File: config.mk
export PLATFORM = sky130hd
export DESIGN_NAME = seg7_scan_driver
export DESIGN_NICKNAME = d
export VERILOG_FILES = /design/src/rtl/seg7_pkg.sv /design/src/rtl/bin2bcd_serial.sv /design/src/rtl/seg7_scan_driver.sv
export SDC_FILE = /design/constraint.sdc
export NUM_CORES = 1
export LEC_CHECK = 0
export BUFFER_PORTS_ARGS = -buffer_cell sky130_fd_sc_hd__buf_2
export CORE_UTILIZATION = 50
export CTS_CLUSTER_DIAMETER = 80
export DETAILED_ROUTE_END_ITERATION = 10
export PLACE_DENSITY = 0.72
export SYNTH_ARGS = -nofsm -noshare
export SYNTH_HDL_FRONTEND = slang
export SYNTH_HIERARCHICAL = 1
export SYNTH_SLANG_ARGS = --single-unit
File: constraint.sdc
create_clock -name clk -period 3.16 [get_ports clk]
set_clock_uncertainty 0.15 [all_clocks]
set_input_delay 0.316 -clock clk [delete_from_list [all_inputs] [get_ports clk]]
set_output_delay 0.316 -clock clk [all_outputs]
set_load 0.005 [all_outputs]
File: src/rtl/seg7_pkg.sv
// Shared definitions for the 3-digit 7-segment display path: converter states,
// digit geometry and the segment decode table used by every seg7 decoder.
package seg7_pkg;

  typedef enum logic [1:0] {
    ST_IDLE  = 2'd0,
    ST_SHIFT = 2'd1,
    ST_DONE  = 2'd2
  } conv_state_e;

  localparam int NUM_DIGITS = 3;
  localparam int IDX_W      = 2;

  // Active-high segments, bit0 = a ... bit6 = g.
  localparam logic [6:0] SEG_BLANK = 7'h00;
  localparam logic [6:0] SEG_0     = 7'h3F;
  localparam logic [6:0] SEG_1     = 7'h06;
  localparam logic [6:0] SEG_2     = 7'h5B;
  localparam logic [6:0] SEG_3     = 7'h4F;
  localparam logic [6:0] SEG_4     = 7'h66;
  localparam logic [6:0] SEG_5     = 7'h6D;
  localparam logic [6:0] SEG_6     = 7'h7D;
  localparam logic [6:0] SEG_7     = 7'h07;
  localparam logic [6:0] SEG_8     = 7'h7F;
  localparam logic [6:0] SEG_9     = 7'h6F;

  function automatic logic [6:0] seg_decode(input logic [3:0] nib);
    logic [6:0] seg;
    case (nib)
      4'd0:    seg = SEG_0;
      4'd1:    seg = SEG_1;
      4'd2:    seg = SEG_2;
      4'd3:    seg = SEG_3;
      4'd4:    seg = SEG_4;
      4'd5:    seg = SEG_5;
      4'd6:    seg = SEG_6;
      4'd7:    seg = SEG_7;
      4'd8:    seg = SEG_8;
      4'd9:    seg = SEG_9;
      default: seg = SEG_BLANK;
    endcase
    return seg;
  endfunction

  function automatic logic [3:0] add3_if_ge5(input logic [3:0] nib);
    return (nib >= 4'd5) ? nib + 4'd3 : nib;
  endfunction

endpackage

File: src/rtl/bin2bcd_serial.sv
// Free-running 8-bit binary to 3-digit BCD converter (shift-add-3), one
// conversion every 10 clocks: IDLE (capture), 8x SHIFT, DONE (result strobe).
module bin2bcd_serial
  import seg7_pkg::*;
(
  input  logic       clk_i,
  input  logic       rst_ni,
  input  logic [7:0] value_i,
  output logic [3:0] hund_o,
  output logic [3:0] tens_o,
  output logic [3:0] ones_o,
  output logic       done_o,
  output logic       busy_o
);

  conv_state_e state_q;
  logic [2:0]  iter_q;
  logic [7:0]  bin_q;
  logic [11:0] bcd_q;
  logic        busy_q;
  logic        done_q;
  logic [11:0] bcd_adj_d;

  always_comb begin
    bcd_adj_d = {add3_if_ge5(bcd_q[11:8]), add3_if_ge5(bcd_q[7:4]), add3_if_ge5(bcd_q[3:0])};
  end

  always_ff @(posedge clk_i) begin
    if (!rst_ni) begin
      state_q <= ST_IDLE;
      iter_q  <= 3'd0;
      bin_q   <= 8'd0;
      bcd_q   <= 12'd0;
      busy_q  <= 1'b0;
      done_q  <= 1'b0;
    end else begin
      case (state_q)
        ST_IDLE: begin
          bin_q   <= value_i;
          bcd_q   <= 12'd0;
          iter_q  <= 3'd0;
          busy_q  <= 1'b1;
          done_q  <= 1'b0;
          state_q <= ST_SHIFT;
        end
        ST_SHIFT: begin
          {bcd_q, bin_q} <= {bcd_adj_d[10:0], bin_q, 1'b0};
          iter_q         <= iter_q + 3'd1;
          if (iter_q == 3'd7) begin
            busy_q  <= 1'b0;
            done_q  <= 1'b1;
            state_q <= ST_DONE;
          end
        end
        ST_DONE: begin
          done_q  <= 1'b0;
          state_q <= ST_IDLE;
        end
        default: begin
          busy_q  <= 1'b0;
          done_q  <= 1'b0;
          state_q <= ST_IDLE;
        end
      endcase
    end
  end

  assign hund_o = bcd_q[11:8];
  assign tens_o = bcd_q[7:4];
  assign ones_o = bcd_q[3:0];
  assign done_o = done_q;
  assign busy_o = busy_q;

endmodule

File: src/rtl/seg7_scan_driver.sv
// Converts an 8-bit value to BCD and scans the three digits onto one 7-segment
// bus. Optional leading-zero blanking is enabled by defining SEG7_BLANK_EN.
module seg7_scan_driver
  import seg7_pkg::*;
#(
  parameter int PRESCALE_W = 16
) (
  input  logic       clk,
  input  logic       rst_n,
  input  logic [7:0] value,
  output logic [6:0] segments,
  output logic [2:0] digit_en,
  output logic       busy
);

  localparam logic [PRESCALE_W-1:0] PRE_ONE = 1;

  logic [3:0] hund_d, tens_d, ones_d;
  logic       done_d;

  logic [PRESCALE_W-1:0] prescale_q;
  logic [IDX_W-1:0]      idx_q;
  logic [3:0]            hund_q, tens_q, ones_q;
  logic [3:0]            nib_sel;

  bin2bcd_serial u_conv (
    .clk_i   (clk),
    .rst_ni  (rst_n),
    .value_i (value),
    .hund_o  (hund_d),
    .tens_o  (tens_d),
    .ones_o  (ones_d),
    .done_o  (done_d),
    .busy_o  (busy)
  );

  always_ff @(posedge clk) begin
    if (!rst_n) begin
      prescale_q <= '0;
      idx_q      <= '0;
      hund_q     <= 4'd0;
      tens_q     <= 4'd0;
      ones_q     <= 4'd0;
    end else begin
      prescale_q <= prescale_q + PRE_ONE;
      if (done_d) begin
        hund_q <= hund_d;
        tens_q <= tens_d;
        ones_q <= ones_d;
      end
      // Index 3 has no digit; recover from it regardless of the prescaler.
      if (idx_q == 2'd3) begin
        idx_q <= 2'd0;
      end else if (&prescale_q) begin
        idx_q <= (idx_q == 2'd2) ? 2'd0 : idx_q + 2'd1;
      end
    end
  end

  always_comb begin
    digit_en = 3'b000;
    nib_sel  = ones_q;
    case (idx_q)
      2'd0: begin digit_en = 3'b001; nib_sel = ones_q; end
      2'd1: begin digit_en = 3'b010; nib_sel = tens_q; end
      2'd2: begin digit_en = 3'b100; nib_sel = hund_q; end
      default: begin digit_en = 3'b000; nib_sel = ones_q; end
    endcase
  end

`ifdef SEG7_BLANK_EN
  always_comb begin
    segments = seg_decode(nib_sel);
    if (idx_q == 2'd2 && hund_q == 4'd0)
      segments = SEG_BLANK;
    else if (idx_q == 2'd1 && hund_q == 4'd0 && tens_q == 4'd0)
      segments = SEG_BLANK;
  end
`else
  always_comb begin
    segments = seg_decode(nib_sel);
  end
`endif

endmodule

==> results of run 1 <==
==> flip-flops by register name (all words and copies together) (netlist names) <==
| signal | flops |
|---|---|
| u_conv/done_o | 1 |
| hund_q | 4 |
| tens_q | 4 |
| idx_q | 2 |
| ones_q | 4 |
| u_conv/state_q | 2 |
| u_conv/bin_q | 8 |
| prescale_q | 16 |
| u_conv/iter_q | 3 |
| u_conv/bcd_q | 12 |
| u_conv/busy_o | 1 |
==> worst paths after layout <==
path                                                 endpoint  slack [ns]  depth (start not counted)
worst max register to register  u_conv/bcd_q[11]$_SDFFE_PN0P_        1.23                          4
worst max-delay path                              segments[6]        0.28                          7
worst min register to register       prescale_q[0]$_SDFF_PN0_        0.33                          1
worst min-delay path             u_conv/bin_q[0]$_SDFFE_PN0P_        0.11                          3
==> worst max-delay path: cells and delay by family (launching register included) <==
family          cells  cell delay, ns
fa+ha+maj           1            0.42
flops               1            0.40
simple gates        2            0.26
buf+inv             2            0.24
compound gates      2            0.75
==> synthesized netlist by cell type (4+ instances only) <==
library cell	number
inv_1	16
mux2i_1	27
a22o_1	7
or3_1	4
and2_1	10
nand2_1	16
xor2_1	6
xnor2_1	11
dfxtp_1	57
a21oi_1	12
nand3_1	7
o22ai_1	7
nand2b_1	4
o21ai_0	18
clkbuf_1	6
ha_1	21
nor2_1	30
==> routing by layer <==
layer | GRT usage [%] | vias up | part of all wire [%]
li1 | - | 1105 | -
met1 | 21.91 | 977 | 48
met2 | 30.53 | 25 | 46
met3 | 7.143 | 9 | 4.1
met4 | 7.547 | 0 | 1.7
met5 | 0 | - | 0
==> cell families (layout without fill, tap and decap cells) <==
logic type,after synthesis,count (layout),synth area share (%)
compound gates,59,59,13.86
buf+inv,28,53,4.104
simple gates,92,92,17.74
xor+xnor,17,17,5.251
fa+ha+maj,21,21,9.267
mux,27,27,9.532
flops,57,57,40.25
==> area by class of cell <==
type / count / area (um^2) / share of cell area (%)
sequential: 57 / 1141 / 36.22
inverter: 17 / 63.81 / 2.025
timing repair buffer: 22 / 115.1 / 3.654
multi-input combinational: 216 / 1578 / 50.08
clock buffer: 14 / 162.7 / 5.163
tap: 72 / 90.09 / 2.859
==> through the flow <==
step / worst slack, ns / util [%] / cells / cell area (um^2) / power, W
after floorplan: 0.5700 / - / 301 / 2835 / 0.0007910
after global placement: 0.7259 / 54.60 / 384 / 2988 / 0.0008041
after detailed placement: 0.6741 / 54.60 / 384 / 2988 / 0.0008059
after CTS: 0.3097 / 57.57 / 398 / 3151 / 0.001382
after global routing: 0.08944 / 57.57 / 398 / 3151 / 0.001421
final: 0.2838 / 57.57 / 398 / 3151 / 0.001360
==> report_power, final <==
group / total (W) / internal, W / switching, W
Clock: 0.000571 / 0.000319 / 0.000251
Sequential: 0.000743 / 0.000731 / 0.0000114
Combinational: 0.0000467 / 0.0000216 / 0.0000251
==> metrics.cfg, run 1 <==
[logic_synthesis]
synth_edf_count=0
synth-main-ff-cell=dfxtp_1
syn_area_um2=2835
synth_cell_types=42
yosys-top-cells-area=dfxtp_1 40%, mux2i_1 9.5%, ha_1 9.3%
synth_area_per_cell_um2=9.419
ys_warn_count=6
seq_area_frac_synth_pct=40.25
syn_nets=332
async_flop_share_pct=0
synth_top_area_share_pct=40.25
synth_seq_cells=57
post-synth-top-area-cell=dfxtp_1
syn_inst=301

[detailed_routing]
drt_first_pass_iters=4
drtAntennaViolNets=0
drt_iter0_drc=61
num_vias=2116
avgRoutedWirePerCell_um=12.57
viasPerCell=5.317
drc=0
routed_wl_mm=5.003

[clocking]
numCtsBuffers=9
cts_num_sinks=57
cts_tree=built
worstSkewPairLatency_ns=0.33
cts_resized=0
cts_hold_buf=0
clockBufferDepth=2
cts_max_level=3
cts_setup_buffers=0
cts.clk_slew.worst_paths_ns=0.06
root_buffer=clkbuf_8

[setup_path]
worstSetupStartpointType=register
path_max_fanout=11
worstPathRequired_ns=2.69
worstSetupPathType=register to output pin
cp-end-kind=output pin
worstPathCellList=inv_1 -> ha_1 -> nor2_1 -> a21oi_1 -> nand2_1 -> o22ai_1 -> buf_2
arrival_ns=2.41
setup.worst_path.start=idx_q[0]$_SDFFE_PP0P_
cpPeakStageDelay_ns=0.54
r2r-start=u_conv/state_q[1]$_SDFFE_PN0P_
crit_slowest_cell=a21oi_1

[grt]
grt_max_degree=28
grt_remaining_overflow=0
grt_use_total_pct=18.72
antenna_found_initial=0
grt_pass1_wl_mm=8.694
grt_pass1_vias=2002

[place]
hpwl_mm=3.513
gp_congestion=0.7871
io_buffers=20

[final_layout]
mostFrequentLayoutCell=dfxtp_1
drive_gt1_share_pct=13.19
mostFrequentLayoutCells=57 x dfxtp_1, 30 x nor2_1, 27 x mux2i_1
antenna_cells=0
syn2layout_area_growth_pct=11.12
final_nets=354
num-fill-cells=493

[hold_path]
worstHoldStart=value[0]
hp-class=input pin to register

[job]
cap_violations=0

[timing]
relSlewSlack_pct=52.60
timing.final.crit_share_pct=91.02
worstMarginPinSlew_ns=0.7067
hold_viol_final=0
finalSetupViolations=0
fmax_mhz=347.7
min_period_ns=2.876
whs_ns=0.1064
rsz0062_at_grt=false
report.final.slew_viol_count=0
tns_ns=0

[die]
fp.dieH_um=77.30
ios=21
die-area_um2=5975
die_x_um=77.30
initial_core_util_pct=51.81
core_um2=5473
rows=27

[pwr]
peakVddDrop_v=0.0003740
p_leak_nw=1.206
power.density_nw_per_um2=431.7

[run_status]
status=completed

No activity file was read; power rests on OpenSTA's default activity.
==> inputs of run 2 (changes only) <==
--- a/config.mk
+++ b/config.mk
@@ -7,6 +7,7 @@
 export LEC_CHECK = 0
 export BUFFER_PORTS_ARGS = -buffer_cell sky130_fd_sc_hd__buf_2
 export CORE_UTILIZATION = 50
+export CTS_BUF_LIST = sky130_fd_sc_hd__clkbuf_8 sky130_fd_sc_hd__clkbuf_16
 export CTS_CLUSTER_DIAMETER = 80
 export DETAILED_ROUTE_END_ITERATION = 10
 export PLACE_DENSITY = 0.72
==> metrics.cfg, run 2 (synthesis results as in run 1) <==
[timing]
report.final.slew_viol_count=0  ; unchanged
rsz0062_at_grt=false  ; unchanged
fmax_mhz=346.3  ; was 347.7 MHz
relSlewSlack_pct=52.51  ; was 52.60%
timing.final.crit_share_pct=91.38  ; was 91.02%
worstMarginPinSlew_ns=0.7080  ; was 0.7067 ns
min_period_ns=2.888  ; was 2.876 ns
finalSetupViolations=0  ; unchanged
tns_ns=0  ; unchanged
hold_viol_final=0  ; unchanged

[die]
ios=21  ; unchanged
core_um2=5473  ; unchanged
rows=27  ; unchanged
fp.dieH_um=77.30  ; unchanged
die_x_um=77.30  ; unchanged
die-area_um2=5975  ; unchanged
initial_core_util_pct=51.81  ; unchanged

[setup_path]
cp-end-kind=output pin  ; unchanged
crit_family=compound AO/OA/AOI/OAI gates  ; unchanged
worstPathRequired_ns=2.69  ; about the same
cpPeakStageDelay_ns=0.56  ; was 0.54 ns
worstSetupPathType=register to output pin  ; unchanged
crit_slowest_cell=a21oi_1  ; unchanged
path_buf_inv=2  ; unchanged
worstPathCellList=inv_1 -> ha_1 -> nor2_1 -> a21oi_1 -> nand2_1 -> o22ai_1 -> buf_2  ; unchanged
path_max_fanout=11  ; unchanged
arrival_ns=2.42  ; was 2.41 ns
worstSetupStartpointType=register  ; unchanged

[place]
gp_congestion=0.7871  ; unchanged
io_buffers=20  ; unchanged
hpwl_mm=3.513  ; unchanged
placed_cells=384  ; unchanged
place_area_um2=2988  ; unchanged

[detailed_routing]
avgRoutedWirePerCell_um=12.63  ; was 12.57 um
drt_first_pass_iters=4  ; unchanged
drtAntennaViolNets=0  ; unchanged
wl_met1_mm=2.465  ; was 2.402 mm
dr.max_layer_used=met4  ; unchanged
route.met3.wl_um=199  ; was 205 um
num_vias=2112  ; was 2116
wl_met2_mm=2.276  ; was 2.310 mm
drc=0  ; unchanged
viasPerCell=5.307  ; was 5.317
routed_wl_mm=5.025  ; was 5.003 mm
drt_iter0_drc=58  ; was 61

[final_layout]
antenna_cells=0  ; unchanged
drive_gt1_share_pct=13.19  ; unchanged
syn2layout_area_growth_pct=11.12  ; unchanged
mostFrequentLayoutCells=57 x dfxtp_1, 30 x nor2_1, 27 x mux2i_1  ; unchanged
final_area_um2=3151  ; unchanged
mostFrequentLayoutCell=dfxtp_1  ; unchanged
fin_util_pct=57.57  ; unchanged
num-fill-cells=493  ; unchanged
top_regs=prescale_q: 16 flops, u_conv/bcd_q: 12 flops, u_conv/bin_q: 8 flops  ; unchanged
fin_cells=398  ; unchanged
largest_reg_flops=16  ; unchanged
final_nets=354  ; unchanged
top_register=prescale_q  ; unchanged

[grt]
grt_use_total_pct=18.72  ; unchanged
grt_remaining_overflow=0  ; unchanged
grt_max_degree=28  ; unchanged
antenna_found_initial=0  ; unchanged
grt_pass1_wl_mm=8.694  ; unchanged
grt_pass1_vias=2007  ; was 2002

[clocking]
cts_max_level=3  ; unchanged
clockBufferDepth=2  ; unchanged
cts_setup_buffers=0  ; unchanged
worstSkewPairLatency_ns=0.33  ; about the same
numCtsBuffers=9  ; unchanged
cts_hold_buf=0  ; unchanged
cts_tree=built  ; unchanged
cts.clk_slew.worst_paths_ns=0.05  ; was 0.06 ns
root_buffer=clkbuf_8  ; unchanged
cts_resized=0  ; unchanged
cts_num_sinks=57  ; unchanged

[run_status]
status=completed  ; unchanged

[job]
cap_violations=0  ; unchanged

[pwr]
p_leak_nw=1.219  ; was 1.206 nW
power_w=0.001353  ; was 0.001360 W
peakVddDrop_v=0.0003727  ; was 0.0003740 V
power.density_nw_per_um2=429.4  ; was 431.7 nW/um^2

[hold_path]
hp-class=input pin to register  ; unchanged

==> run 2: changes by cell type in the layout (fill, tap and decap cells not counted), sizes merged <==
cell,before,now
clkbuf,14,11
inv,16,19
==> run 2: final timing paths <==
path,cells past startpoint,start,slack [ns],endpoint
setup / recovery,7,idx_q[0]$_SDFFE_PP0P_,0.27,segments[6]
hold / removal,3,value[0],0.11,u_conv/bin_q[0]$_SDFFE_PN0P_
setup reg to reg,4,u_conv/state_q[1]$_SDFFE_PN0P_,1.22,u_conv/bcd_q[11]$_SDFFE_PN0P_
hold reg to reg,1,prescale_q[0]$_SDFF_PN0_,0.33,prescale_q[0]$_SDFF_PN0_
==> run 2: where the power goes <==
part / switching (W) / internal, W / total [W]
logic: 0.0000252 / 0.0000216 / 0.0000468
clock network: 0.000254 / 0.000309 / 0.000563
registers: 0.0000115 / 0.000731 / 0.000743
==> run 2: tightest hold or removal path, stage by stage <==
cell and delay [ns]:
buf_2 0.07, a22oi_1 0.05, nor2b_1 0.10
==> run 2: layout make-up <==
cell class	instances	area [um^2]	share of cell area, %
clock inverters	3	11.26	0.3574
inverters	17	63.81	2.025
flip-flops and latches	57	1141	36.22
well taps	72	90.09	2.859
multi-input cells	216	1578	50.08
clock buffers	11	151.4	4.805
repair buffers	22	115.1	3.654
==> run 2: metrics by stage <==
step | hold WS, ns | worst slack, ns
after global placement | 0.3106 | 0.7259
after detailed placement | 0.3185 | 0.6741
final | 0.1053 | 0.2724
after global routing | 0.1057 | 0.08944
after floorplan | 0.2749 | 0.5700
after CTS | 0.08870 | 0.3097
==> run 2: routing by layer <==
| metal | vias to the layer above | track usage (%) |
|---|---|---|
| li1 | 1101 | - |
| met1 | 973 | 21.91 |
| met2 | 29 | 30.44 |
| met3 | 9 | 7.143 |
| met4 | 0 | 7.736 |
| met5 | - | 0 |
==> inputs of run 3 (changes only) <==
--- a/config.mk
+++ b/config.mk
@@ -5,12 +5,12 @@
 export SDC_FILE = /design/constraint.sdc
 export NUM_CORES = 1
 export LEC_CHECK = 0
-export BUFFER_PORTS_ARGS = -buffer_cell sky130_fd_sc_hd__buf_2
-export CORE_UTILIZATION = 50
+export CORE_UTILIZATION = 55
 export CTS_BUF_LIST = sky130_fd_sc_hd__clkbuf_8 sky130_fd_sc_hd__clkbuf_16
 export CTS_CLUSTER_DIAMETER = 80
 export DETAILED_ROUTE_END_ITERATION = 10
-export PLACE_DENSITY = 0.72
+export DONT_BUFFER_PORTS = 1
+export PLACE_DENSITY = 0.74
 export SYNTH_ARGS = -nofsm -noshare
 export SYNTH_HDL_FRONTEND = slang
 export SYNTH_HIERARCHICAL = 1
==> metrics.cfg, run 3 (synthesis results as in run 1) <==
[run_status]
status=completed  ; unchanged

[timing]
rsz0062_at_grt=false  ; unchanged
report.final.slew_viol_count=0  ; unchanged
tns_ns=0  ; unchanged
fmax_mhz=344.0  ; was 346.3 MHz
relSlewSlack_pct=51.59  ; was 52.51%
min_period_ns=2.907  ; was 2.888 ns
worstMarginPinSlew_ns=0.7261  ; was 0.7080 ns
timing.final.crit_share_pct=91.98  ; was 91.38%
hold_viol_final=0  ; unchanged
finalSetupViolations=0  ; unchanged

[setup_path]
path_max_fanout=7  ; was 11
arrival_ns=2.44  ; was 2.42 ns
worstSetupPathType=register to output pin  ; unchanged
worstPathRequired_ns=2.69  ; about the same
cp-end-kind=output pin  ; unchanged
worstSetupStartpointType=register  ; unchanged
reg2reg_depth=4  ; unchanged

[clocking]
cts_setup_buffers=0  ; unchanged
cts_num_sinks=57  ; unchanged
cts_resized=0  ; unchanged
cts_hold_buf=2  ; was 0
worstSkewPairLatency_ns=0.33  ; about the same
clockBufferDepth=2  ; unchanged
cts_tree=built  ; unchanged
cts_max_level=3  ; unchanged
cts.clk_slew.worst_paths_ns=0.06  ; was 0.05 ns
numCtsBuffers=9  ; unchanged
root_buffer=clkbuf_8  ; unchanged

[place]
gp_congestion=0.7268  ; was 0.7871
hpwl_mm=3.468  ; was 3.513 mm
io_buffers=0  ; was 20

[grt]
antenna_found_initial=0  ; unchanged
grt_pass1_wl_mm=8.404  ; was 8.694 mm
grt_remaining_overflow=0  ; unchanged
grt_pass1_vias=1932  ; was 2007
grt_max_degree=28  ; unchanged
grt_use_total_pct=20.66  ; was 18.72%

[final_layout]
drive_gt1_share_pct=8.442  ; was 13.19%
largest_reg_flops=16  ; unchanged
antenna_cells=0  ; unchanged
syn2layout_area_growth_pct=9.620  ; was 11.12%
final_nets=335  ; was 354
top_regs=prescale_q: 16 flops, u_conv/bcd_q: 12 flops, u_conv/bin_q: 8 flops  ; unchanged
top_register=prescale_q  ; unchanged
mostFrequentLayoutCells=57 x dfxtp_1, 30 x nor2_1, 27 x mux2i_1  ; unchanged
mostFrequentLayoutCell=dfxtp_1  ; unchanged
fin_util_pct=64.10  ; was 57.57%

[die]
core_um2=4848  ; was 5473 um^2
rows=25  ; was 27
ios=21  ; unchanged
initial_core_util_pct=58.48  ; was 51.81%
die-area_um2=5446  ; was 5975 um^2
fp.dieH_um=73.80  ; was 77.30 um
die_x_um=73.80  ; was 77.30 um

[detailed_routing]
viasPerCell=5.480  ; was 5.307
drtAntennaViolNets=0  ; unchanged
drc=0  ; unchanged
num_vias=2055  ; was 2112
avgRoutedWirePerCell_um=13.50  ; was 12.63 um
drt_first_pass_iters=5  ; was 4
routed_wl_mm=5.061  ; was 5.025 mm
drt_iter0_drc=75  ; was 58

[pwr]
p_leak_nw=1.167  ; was 1.219 nW
power.density_nw_per_um2=481.9  ; was 429.4 nW/um^2
peakVddDrop_v=0.0004417  ; was 0.0003727 V

[job]
cap_violations=0  ; unchanged

[hold_path]
hp-class=input pin to register  ; unchanged
min_path_cells=3  ; unchanged

-- run 3: cell count changes in the layout (fill, tap and decap cells not counted), sizes merged --
| cell | delta |
|---|---|
| buf | -21 |
| inv | -3 |
| clkbuf | +2 |
| dlygate4sd3 | +2 |
| bufinv | +1 |
| clkinv | +1 |
-- run 3: path summary, 6_finish.rpt --
check	from	slack [ns]	to
hold / removal	value[5]	0.14	u_conv/bin_q[5]$_SDFFE_PN0P_
setup / recovery	idx_q[0]$_SDFFE_PP0P_	0.25	segments[3]
setup reg to reg	u_conv/state_q[1]$_SDFFE_PN0P_	1.20	u_conv/bcd_q[11]$_SDFFE_PN0P_
hold reg to reg	prescale_q[0]$_SDFF_PN0_	0.33	prescale_q[0]$_SDFF_PN0_
-- run 3: through the flow --
stage	std cells	hold slack (ns)	cell area (um^2)	worst slack, ns	power, W
floorplan	301	0.2749	2835	0.5700	0.0007910
global placement	358	0.2932	2874	0.6873	0.0007953
detailed placement	358	0.2946	2874	0.6111	0.0007969
CTS	375	0.1268	3108	0.2505	0.001513
global route	375	0.1494	3108	0.05426	0.001551
finish	375	0.1376	3108	0.2534	0.001498
-- run 3: area by class of cell --
class / count / area, um^2
inverter: 17 / 63.81
clock buffer: 13 / 178.9
clock inverter: 2 / 35.03
fill: 408 / 1740
tap: 67 / 83.83
sequential: 57 / 1141
timing repair buffer: 3 / 27.53
multi-input combinational: 216 / 1578
-- run 3: report_power, final --
part | total, W | switching (W) | leakage [nW] | internal [W]
Clock | 0.000713 | 0.000268 | 0.112 | 0.000444
Combinational | 0.0000422 | 0.0000233 | 0.593 | 0.0000190
Sequential | 0.000743 | 0.0000119 | 0.462 | 0.000731
Total | 0.00150 | 0.000303 | 1.17 | 0.00119
-- run 3: per-layer routing --
metal / global-route usage [%] / vias to the layer above / wire [um]
met1: 25.15 / 948 / 2470
met3: 5.761 / 13 / 231
met4: 11.32 / 0 / 134
met2: 32.93 / 37 / 2224
met5: 0 / - / 0
li1: - / 1057 / -
-- run 3: critical path, stage by stage (launching register included) --
cell and delay, ns:
dfxtp_1 0.40, inv_1 0.10, ha_1 0.42, mux2i_1 0.50, inv_1 0.13, ha_1 0.22
inv_1 0.05, mux2i_1 0.07, o21ai_0 0.22
